[config.mk]
export PLATFORM = sky130hd
export DESIGN_NAME = sample_fifo_codec_if
export DESIGN_NICKNAME = d
export VERILOG_FILES = /design/src/rtl/sample_fifo_codec_if.sv
export SDC_FILE = /design/constraint.sdc
export NUM_CORES = 1
export LEC_CHECK = 0
export CAP_MARGIN = 20
export CORE_MARGIN = 3
export CORE_UTILIZATION = 60
export DETAILED_ROUTE_END_ITERATION = 10
export PLACE_DENSITY = 0.86
export SLEW_MARGIN = 0
export SYNTH_ARGS = -nofsm -noshare
export SYNTH_HDL_FRONTEND = slang
export SYNTH_SLANG_ARGS = --single-unit
[constraint.sdc]
create_clock -name clk -period 4.05 [get_ports clk]
set_clock_uncertainty 0.15 [all_clocks]
set_input_delay 1.0125 -clock clk [delete_from_list [all_inputs] [get_ports clk]]
set_output_delay 1.0125 -clock clk [all_outputs]
set_load 0.02 [all_outputs]
[src/rtl/sample_fifo_codec_if.sv]
// rtl/sample_fifo_codec_if.sv - elastic producer-to-codec sample FIFO with request FSM
// Optional: SAMPLE_FIFO_HOLD_LAST_EN keeps the last delivered sample on an underrun pop.
module sample_fifo_codec_if #(
   parameter int WIDTH      = 16,
   parameter int DEPTH_LOG2 = 4,
   parameter int TIMEOUT    = 255
) (
   input  logic                  clk,
   input  logic                  reset,
   input  logic                  play_enable,
   input  logic [WIDTH-1:0]      sample_in,
   input  logic                  new_sample_ready,
   input  logic                  ready_for_sample,
   output logic                  generate_next_sample,
   output logic [WIDTH-1:0]      sample_out,
   output logic [DEPTH_LOG2:0]   fifo_level,
   output logic [7:0]            underrun_count,
   output logic                  overflow
);

   localparam int DEPTH = 1 << DEPTH_LOG2;
   localparam logic [DEPTH_LOG2:0]   LVL_FULL = (DEPTH_LOG2+1)'(DEPTH);
   localparam logic [DEPTH_LOG2:0]   LVL_REQ  = (DEPTH_LOG2+1)'(DEPTH-1);
   localparam logic [DEPTH_LOG2:0]   LVL_ONE  = (DEPTH_LOG2+1)'(1);
   localparam logic [DEPTH_LOG2-1:0] PTR_ONE  = DEPTH_LOG2'(1);
   localparam logic [7:0]            TO_LAST  = 8'(TIMEOUT-1);

   typedef enum logic [1:0] {
      S_IDLE,
      S_REQ,
      S_WAIT
   } state_t;

   state_t                state, state_nxt;
   logic [7:0]            wait_cnt, wait_cnt_nxt;
   logic [WIDTH-1:0]      mem [DEPTH];
   logic [DEPTH_LOG2-1:0] wr_ptr, rd_ptr;
   logic                  fifo_empty, fifo_full, do_push, do_pop;

   assign fifo_empty = (fifo_level == '0);
   assign fifo_full  = (fifo_level == LVL_FULL);
   // A pop in the same cycle frees the slot a push into a full FIFO needs.
   assign do_pop  = reset && play_enable && ready_for_sample && !fifo_empty;
   assign do_push = reset && play_enable && new_sample_ready && (!fifo_full || do_pop);

   always_ff @(posedge clk) begin
      if (!reset) begin
         state    <= S_IDLE;
         wait_cnt <= '0;
      end else begin
         state    <= state_nxt;
         wait_cnt <= wait_cnt_nxt;
      end
   end

   always_comb begin
      state_nxt            = state;
      wait_cnt_nxt         = wait_cnt;
      generate_next_sample = 1'b0;
      case (state)
         S_IDLE: begin
            // One slot stays free for the sample still in flight.
            if (play_enable && (fifo_level < LVL_REQ))
               state_nxt = S_REQ;
         end
         S_REQ: begin
            generate_next_sample = 1'b1;
            state_nxt            = S_WAIT;
            wait_cnt_nxt         = '0;
         end
         S_WAIT: begin
            if (new_sample_ready || (wait_cnt == TO_LAST)) begin
               state_nxt    = S_IDLE;
               wait_cnt_nxt = '0;
            end else begin
               wait_cnt_nxt = wait_cnt + 8'd1;
            end
         end
         default: state_nxt = S_IDLE;
      endcase
      if (!play_enable) begin
         state_nxt    = S_IDLE;
         wait_cnt_nxt = '0;
      end
   end

   always_ff @(posedge clk) begin
      if (do_push)
         mem[wr_ptr] <= sample_in;
   end

   always_ff @(posedge clk) begin
      if (!reset) begin
         wr_ptr         <= '0;
         rd_ptr         <= '0;
         fifo_level     <= '0;
         sample_out     <= '0;
         underrun_count <= '0;
         overflow       <= 1'b0;
      end else if (!play_enable) begin
         wr_ptr     <= '0;
         rd_ptr     <= '0;
         fifo_level <= '0;
         if (ready_for_sample)
            sample_out <= '0;
      end else begin
         if (do_push)
            wr_ptr <= wr_ptr + PTR_ONE;
         if (do_pop) begin
            rd_ptr     <= rd_ptr + PTR_ONE;
            sample_out <= mem[rd_ptr];
         end else if (ready_for_sample) begin
`ifdef SAMPLE_FIFO_HOLD_LAST_EN
            sample_out <= sample_out;
`else
            sample_out <= '0;
`endif
            if (underrun_count != 8'hFF)
               underrun_count <= underrun_count + 8'd1;
         end
         if (new_sample_ready && !do_push)
            overflow <= 1'b1;
         case ({do_push, do_pop})
            2'b10:   fifo_level <= fifo_level + LVL_ONE;
            2'b01:   fifo_level <= fifo_level - LVL_ONE;
            default: fifo_level <= fifo_level;
         endcase
      end
   end

endmodule
==> results.tsv <==
metric	value	unit
Synth Register Bits	308	
I/O pin cnt	52	
Routability Congestion	0.876	
crit path max-delay cell type	clkdlybuf4s50_1	
worst-path cell chain	clkdlybuf4s50_1 -> nand3_1 -> a211oi_1 -> buf_4 -> inv_1 -> fa_1 -> nor2b_1 -> o21ai_0 -> and2_1 -> a211o_1 -> a31oi_1	
Worst Hold Class	flip-flop to flip-flop	
htree depth	1	
Worst Path Max Fanout	7	
Min Clock Period, post-route	3.21	ns
# DRC	0	
max_slew headroom	0.294	
Worst EP arrival	3.52	ns
status	completed	
Setup Fix Bufs, Post-CTS	0	
Remaining Overflow, GRT	0	
peak supply drop	0.315	mV
unrepaired setup endpoints after global routing	no	
critical path required time	4.36	ns
Netlist cell types	44	
final hold vios	0	
wire per inst	24.8	um
Post-Route Setup TNS	0	ns
ANT nets after route	0	
combinational power share	0.023	
CTS Buffer Depth	3	
first-pass GRT wire length	39.8	mm
Setup crit end kind	flip-flop	
port bufs	51	
syn_area_per_cell	18.5	sq um
P_int	5400	uW
filler cell count	1171	
Post-Syn Area	12000	sq um
cts repair resizes	0	
CTS sink cnt	308	
Peak Freq	0.312	GHz
Seq pwr share	0.519	
switching power	1240	uW
clock root buffer	clkbuf_16	
CP peak stage delay	0.61	ns
Rows	51	
fin crit share	0.793	
CTS tree	done	
clock latency on the worst-skew pair	0.54	ns
cells after synthesis	648	
Vias	6321	
Slew @ Worst Pin	1.06	ns
core box area	19600	sq um
vias in the first global route	6742	
initial core utilization	0.613	
WL final	25.3	mm
Final setup viols	0	
Max Slew Vio Count	0	
switch share	0.187	
syn nets	684	
yosys warns	0	
hold slack final	0.325	ns
Reg clk slew, reported paths	0.07	ns
Layout Cells excl Fill	1018	
initial antenna violation count	0	
Cell Pwr Density	473	nW/um^2
fin util	0.717	
power share of the clock group	0.458	
P_leak	0.00446	uW
MaxCap Viol Count	0	
DP HPWL	15.5	mm
Post-Place Cells	962	
Critical Path Source Type	input port	
# diodes	0	
Crit Path Category	input port to flip-flop	
Total Nets Final	765	
die area	21700	sq um
layout cells sized above 1	0.220	
Area Growth Syn to Fin	17.1	%
Die H	147	um
Starting DRT DRC Count	526	
DRT Pass-1 Iters	5	
x dimension of the die	147	um
CTS buffer count	30	
largest net degree at the start of global routing	42	
sequential share of the synthesized area	0.727	
Vias/cell	6.21	
GRT Overall Usage	0.238	
hold buffers post-CTS	0	
## power by group through the flow
stage	Clock (uW)	Combinational, uW	Sequential (uW)
2_1_floorplan	0	52.3	3520
3_3_place_gp	0	141	3520
3_5_place_dp	0	149	3520
4_1_cts	3080	151	3450
5_1_grt	3200	164	3450
6_report	3040	152	3450
## layout by cell type, fill, tap and decap left out, drive strengths merged, types with 16 or more instances in the layout
master and count:
nand2 17, nor2 57, buf 25, clkbuf 39
mux2i 17, clkdlybuf4s50 51, mux4 64, mux2 16
a221o 16, dfxtp 52, edfxtp 256
## per-stage QoR
step	setup slack, ns	cell area (sq um)	total power (uW)
after CTS	0.872	14100	6680
after detailed placement	0.332	12900	3670
after global routing	0.684	14100	6820
after global placement	0.361	12900	3660
final	0.840	14100	6650
after floorplan	0.519	12000	3570
## cells by family (layout without fill, tap and decap cells)
| kind of cell | count (synthesis) | in the layout | share of synthesized area |
|---|---|---|---|
| XOR/XNOR | 20 | 20 | 0.0146 |
| multiplexers | 97 | 97 | 0.149 |
| AO/OA/AOI/OAI | 47 | 47 | 0.0307 |
| flip-flops | 308 | 308 | 0.727 |
| AND/OR/NAND/NOR | 120 | 120 | 0.0472 |
| buffers and inverters | 41 | 146 | 0.0148 |
| adder cells (fa/ha/maj) | 15 | 15 | 0.0163 |
## registers in the layout, indices dropped and copies added, names as in the netlist, named ones only
| signal | cells |
|---|---|
| overflow | 1 |
| state | 2 |
| rd_ptr | 4 |
| wr_ptr | 4 |
| fifo_level | 5 |
| wait_cnt | 8 |
| underrun_count | 8 |
| mem | 256 |
| sample_out | 16 |
## area by class of cell
| class | instances | area, sq um | area share |
|---|---|---|---|
| tap | 265 | 332 | 0.0236 |
| inverter | 14 | 52.6 | 0.00374 |
| clock inverter | 17 | 258 | 0.0183 |
| timing repair buffer | 76 | 711 | 0.0506 |
| sequential | 308 | 8730 | 0.622 |
| clock buffer | 39 | 846 | 0.0602 |
| multi-input combinational | 299 | 3120 | 0.222 |
## per-layer routing
metal	GRT usage	share of wire	vias to the layer above
met5	0	0	-
met1	0.323	0.38	3175
li1	-	-	2761
met2	0.416	0.52	329
met3	0.0377	0.080	56
met4	0.0559	0.022	0
## cells in the mapped netlist, drive strengths merged
cell     instances  area, sq um
nor2b            3         18.8
nand3            9         45.0
o2111ai          1         8.76
nand2b           2         12.5
xor2            10         87.6
and2             1         6.26
a221o           16          160
mux2            16          180
nand3b           1         7.51
a31oi            3         25.0
a21o             3         22.5
a41oi            1         8.76
nor2            57          214
a211oi           2         15.0
mux2i           17          170
clkbuf          12         45.0
fa               1         20.0
xnor2           10         87.6
mux4            64         1440
inv             13         48.8
clkinv           1         3.75
o21ai            9         45.0
or4              1         7.51
a211o            1         8.76
ha              14          175
nand2           17         66.3
o21a             1         7.51
dfxtp           52         1040
and3             3         18.8
a21boi           1         7.51
nand4           13         81.3
nor4             3         33.8
buf             15         80.1
o41ai            1         8.76
nor3            10         55.1
edfxtp         256         7690
a21oi            8         51.3
## critical path: cells and delay by family
kind	cells	cell delay, ns
buffers and inverters	3	0.83
AO/OA/AOI/OAI	4	0.77
AND/OR/NAND/NOR	3	0.50
adder cells (fa/ha/maj)	1	0.40
## final timing paths
kind / start / cells past startpoint / slack, ns / to
max: ready_for_sample / 11 / 0.84 / fifo_level[4]
min: overflow / 2 / 0.33 / overflow
max reg2reg: fifo_level[0] / 9 / 1.26 / fifo_level[4]
min reg2reg: overflow / 2 / 0.33 / overflow
No activity file was read; power rests on OpenSTA's default activity.
==> variant 1: new RTL, same settings <==
Put one more register stage on the output `fifo_level`. The value now appears one clock later. The other outputs are not delayed to match.
--- a/src/rtl/sample_fifo_codec_if.sv
+++ b/src/rtl/sample_fifo_codec_if.sv
@@ -33,2 +33,4 @@
 
+   logic [DEPTH_LOG2:0] fifo_level_s0;
+
    state_t                state, state_nxt;
@@ -39,4 +41,4 @@
 
-   assign fifo_empty = (fifo_level == '0);
-   assign fifo_full  = (fifo_level == LVL_FULL);
+   assign fifo_empty = (fifo_level_s0 == '0);
+   assign fifo_full  = (fifo_level_s0 == LVL_FULL);
    // A pop in the same cycle frees the slot a push into a full FIFO needs.
@@ -62,3 +64,3 @@
             // One slot stays free for the sample still in flight.
-            if (play_enable && (fifo_level < LVL_REQ))
+            if (play_enable && (fifo_level_s0 < LVL_REQ))
                state_nxt = S_REQ;
@@ -95,3 +97,3 @@
          rd_ptr         <= '0;
-         fifo_level     <= '0;
+         fifo_level_s0  <= '0;
          sample_out     <= '0;
@@ -102,3 +104,3 @@
          rd_ptr     <= '0;
-         fifo_level <= '0;
+         fifo_level_s0 <= '0;
          if (ready_for_sample)
@@ -123,5 +125,5 @@
          case ({do_push, do_pop})
-            2'b10:   fifo_level <= fifo_level + LVL_ONE;
-            2'b01:   fifo_level <= fifo_level - LVL_ONE;
-            default: fifo_level <= fifo_level;
+            2'b10:   fifo_level_s0 <= fifo_level_s0 + LVL_ONE;
+            2'b01:   fifo_level_s0 <= fifo_level_s0 - LVL_ONE;
+            default: fifo_level_s0 <= fifo_level_s0;
          endcase
@@ -130,2 +132,6 @@
 
+   always_ff @(posedge clk) begin
+      fifo_level <= fifo_level_s0;
+   end
+
 endmodule
Formal check against the unedited RTL: not equivalent (Yosys sat finds a counterexample within 4 cycles, from zero or initial values and one cycle with reset low).
==> variant 1 against the unedited design <==
- sequential cell count increased by 5
- wire length increased by 4.4%
- first-iteration DRC count increased by 29%
- worst hold slack got worse by 0.066 ns
- largest cell class unchanged
- design area increased by 0.91%
- setup slack improved by 0.027 ns
- total power decreased by 3.6%
- synthesized area increased by 1.8%
- count of clock-buffer cells in the layout increased by 2
==> variant 1: results (changes against the unedited design) <==
finish:
  seq_area_um2: 8837  # was 8735 µm²
  drive_gt1_share_pct: 19.82  # was 22.05%
  nets: 770  # was 765
  fillerInstances: 1144  # was 1,171
route:
  wirelength_mm: 26.37  # was 25.26 mm
  wl_met2_mm: 13.61  # was 13.09 mm
  routedLengthMet1_mm: 10.03  # was 9.579 mm
  vias: 6565  # was 6,321
  drt-initial-drc-count: 676  # was 526
  wl_met3_mm: 2.157  # was 2.029 mm
synthesis:
  synth_cell_types: 49  # was 44
  synth.area.top_cells: "edfxtp_1, mux4_2, dfxtp_1"  # unchanged
  synth_nets: 691  # was 684
  syn_area_per_cell_um2: 18.66  # was 18.52 µm²
global_route:
  grt_pass1_vias: 6682  # was 6,742
  grt_pass1_wl_mm: 40.69  # was 39.78 mm
  met1_usage_pct: 33.69  # was 32.34%
  met2_usage_pct: 41.83  # was 41.57%
  grt_util_met3_pct: 3.991  # was 3.771%
  grt_start_max_net_pins: 49  # was 42
  track_usage_pct: 24.38  # was 23.84%
pwr:
  p_int_mw: 5.135  # was 5.403 mW
  switching_power_mw: 1.269  # was 1.242 mW
  ir_drop_mv: 0.3233  # was 0.3147 mV
placement:
  placed_cell_area_um2: 13160  # was 12,950 µm²
  dpl.cell_count: 966  # was 962
worst_setup_path:
  reg2reg_slack_ns: 1.12  # was 1.26 ns
outcome:
  status: "completed"  # unchanged
sta:
  holdWs_ns: 0.2595  # was 0.3252 ns
## variant 1: changes by cell type in the layout (fill, tap and decap cells not counted), moves of 6 or more
cell     delta
mux2_2     -16
mux2i_1    +37
nand4_1     -6
a22o_1     +16
nor2_1     -25
a221o_1    -16
## variant 1: cell families (layout without fill, tap and decap cells)
group,Yosys count,in the layout,share of synthesized area (%)
xor+xnor,13,13,0.9317
compound gates,61,61,3.819
simple gates,89,89,3.512
buf+inv,45,147,1.567
fa+ha+maj,15,15,1.597
flops,313,313,72.24
mux,119,119,16.33
## variant 1: area by class of cell
type                       count  area share [%]
sequential                   313           62.33
clock inverter                14           1.015
tap                          265           2.339
multi-input combinational    297           22.71
clock buffer                  41           5.948
inverter                      13          0.3442
timing repair buffer          79           5.312
## variant 1: worst paths after layout
kind,end,cells after the start,from
setup / recovery,fifo_level_s0[4],10,play_enable
hold / removal,fifo_level[2],0,fifo_level_s0[2]
setup reg to reg,fifo_level_s0[4],8,fifo_level_s0[0]
hold reg to reg,fifo_level[2],0,fifo_level_s0[2]
==> variant 2: new RTL, same settings <==
Made on the original files. Set the parameter `DEPTH_LOG2` to 2 (it was 4).
--- a/src/rtl/sample_fifo_codec_if.sv
+++ b/src/rtl/sample_fifo_codec_if.sv
@@ -4,3 +4,3 @@
    parameter int WIDTH      = 16,
-   parameter int DEPTH_LOG2 = 4,
+   parameter int DEPTH_LOG2 = 2,
    parameter int TIMEOUT    = 255
Ports: changed (resized fifo_level); port bits go from 52 to 50. No check against the original RTL was run, so the function may have changed too.
==> variant 2 against the unedited design <==
- wire length shrank 65%
- total power decreased by 70%
- sequential cell count shrank 200
- setup slack better by 0.13 ns
- sequential power is 66% lower
- fmax up 4.1%
- via count shrank 56%
- global-route usage fell by 2.6 points
- design area down 63%
- synthesized area decreased by 64%
- largest power group unchanged
==> variant 2: results (changes against the unedited design) <==
global_route:
  track_usage_pct: 21.26  # was 23.84%
  grt_pass1_vias: 2738  # was 6,742
  grt_antenna_before_repair: 0  # unchanged
  grt_pass1_wl_mm: 13.64  # was 39.78 mm
  grt_start_max_net_pins: 25  # was 42
finish:
  nets: 411  # was 765
  drive_gt1_share_pct: 11.46  # was 22.05%
  fillerInstances: 423  # was 1,171
  diodes: 0  # unchanged
  reg_top3: "mem (64), sample_out (16)"  # was mem (256), sample_out (16)
pwr:
  p_leak_nw: 1.723  # was 4.459 nW
  ir_drop_mv: 0.3040  # was 0.3147 mV
min_path:
  hold_start: "underrun_count[7]"  # was overflow
  hold_path.class: "flip-flop to flip-flop"  # unchanged
worst_setup_path:
  worst-path-max-fanout: 7  # unchanged
  critPathArrivalTime_ns: 3.22  # was 3.52 ns
  r2r_start: "fifo_level[0]"  # unchanged
  worst_path_most_repeated_cell: "nand2b_1"
  max_stage_delay_ns: 0.59  # was 0.61 ns
  startpoint: "play_enable"  # was ready_for_sample
  critical_path.slowest_cell: "clkdlybuf4s50_1"  # unchanged
clocking:
  numCtsBuffers: 9  # was 30
  cts_hold_buf: 0  # unchanged
  clk_latency_ns: 0.37  # was 0.54 ns
  cts_resized: 0  # unchanged
  cts_buffer_depth: 2  # was 3
  htreeDepth: 3  # was 1
  cts_setup_buffers: 0  # unchanged
  path_clk_slew_ns: 0.10  # was 0.07 ns
  root_buffer: "clkbuf_8"  # was clkbuf_16
route:
  drt-pass1-iter-count: 5  # unchanged
  drc: 0  # unchanged
  wirelength_mm: 8.722  # was 25.26 mm
  vias: 2782  # was 6,321
  drt-initial-drc-count: 149  # was 526
synthesis:
  async_flop_share_pct: 0  # unchanged
  synth_cell_types: 43  # was 44
  synth.mux.area_fraction_pct: 9.371  # was 14.93%
  synth_edf_count: 64  # was 256
  synth_xor_area_share_pct: 2.400  # was 1.459%
  ys_warn_count: 0  # unchanged
  synthTopCellsByCount: "edfxtp_1, dfxtp_1, nor2_1"  # was edfxtp_1, mux4_2, nor2_1
  synth_adder_area_share_pct: 3.314  # was 1.626%
  synth_nets: 358  # was 684
  synth_compound_area_share_pct: 5.657  # was 3.075%
  synth-seq-area-share_pct: 64.00  # was 72.71%
  synth.area.top_cells: "edfxtp_1, dfxtp_1, mux4_2"  # was edfxtp_1, mux4_2, dfxtp_1
sta:
  finalHoldViolCount: 0  # unchanged
  worstMarginPinSlew_ns: 0.7908  # was 1.060 ns
outcome:
  status: "completed"  # unchanged
placement:
  globalplace.congestion: 0.7713  # was 0.8760
  hpwl_mm: 5.582  # was 15.53 mm
  port_buffers: 49  # was 51
  dp_slack_ns: 0.6103  # was 0.3317 ns
[variant 2: changes by cell type in the layout (fill, tap and decap cells not counted), moves of 22 or more]
cell       before  now
clkbuf_16      31    0
edfxtp_1      256   64
mux4_2         64   16
nor2_1         57   35
[variant 2: final cells by class]
type	instances	area (µm²)	share of cell area, %
clock buffers	9	123.9	2.372
clock inverters	7	100.1	1.917
inverters	11	41.29	0.7906
multi-input cells	191	1456	27.89
flip-flops and latches	108	2803	53.67
well taps	96	120.1	2.300
repair buffers	58	578.1	11.07
[variant 2: where the power goes]
group | switching (mW) | internal, mW
sequential | 0.00700 | 1.17
clock | 0.396 | 0.306
combinational | 0.0536 | 0.0440
total | 0.456 | 1.52
[variant 2: per-layer routing]
metal  routed length [µm]  track usage (%)  up-vias  share of wire (%)
met5                    0                0        -                  0
met4                  302            8.794        0                3.5
met3                  458            5.385       32                5.3
met2                 4454            35.30      110                 51
met1                 3506            26.51     1346                 40
li1                     -                -     1294                  -
[variant 2: metrics by stage]
step                util [%]  instance area [µm²]  std cells
floorplan                  -                 4379        326
global placement       71.59                 4971        463
detailed placement     71.59                 4971        463
CTS                    74.81                 5195        479
global route           75.21                 5223        480
finish                 75.21                 5223        480
[variant 2: cell families (layout without fill, tap and decap cells)]
logic type / after synthesis / count (layout)
flops: 108 / 108
simple gates: 107 / 107
compound gates: 40 / 40
buf+inv: 27 / 85
mux: 21 / 21
xor+xnor: 12 / 12
fa+ha+maj: 11 / 11
[variant 2: critical path, delay by kind of cell]
family	cells	cell delay [ns]
buffers and inverters	1	0.59
and+or+nand+nor	5	1.02
AOI/OAI and AO/OA	2	0.21
adders and majority gates	1	0.40
[variant 2: final timing paths]
kind | endpoint | slack (ns) | cells after the start
hold reg to reg | underrun_count[7] | 0.34 | 2
hold / removal | underrun_count[7] | 0.34 | 2
setup / recovery | fifo_level[2] | 0.97 | 9
setup reg to reg | fifo_level[2] | 1.73 | 8
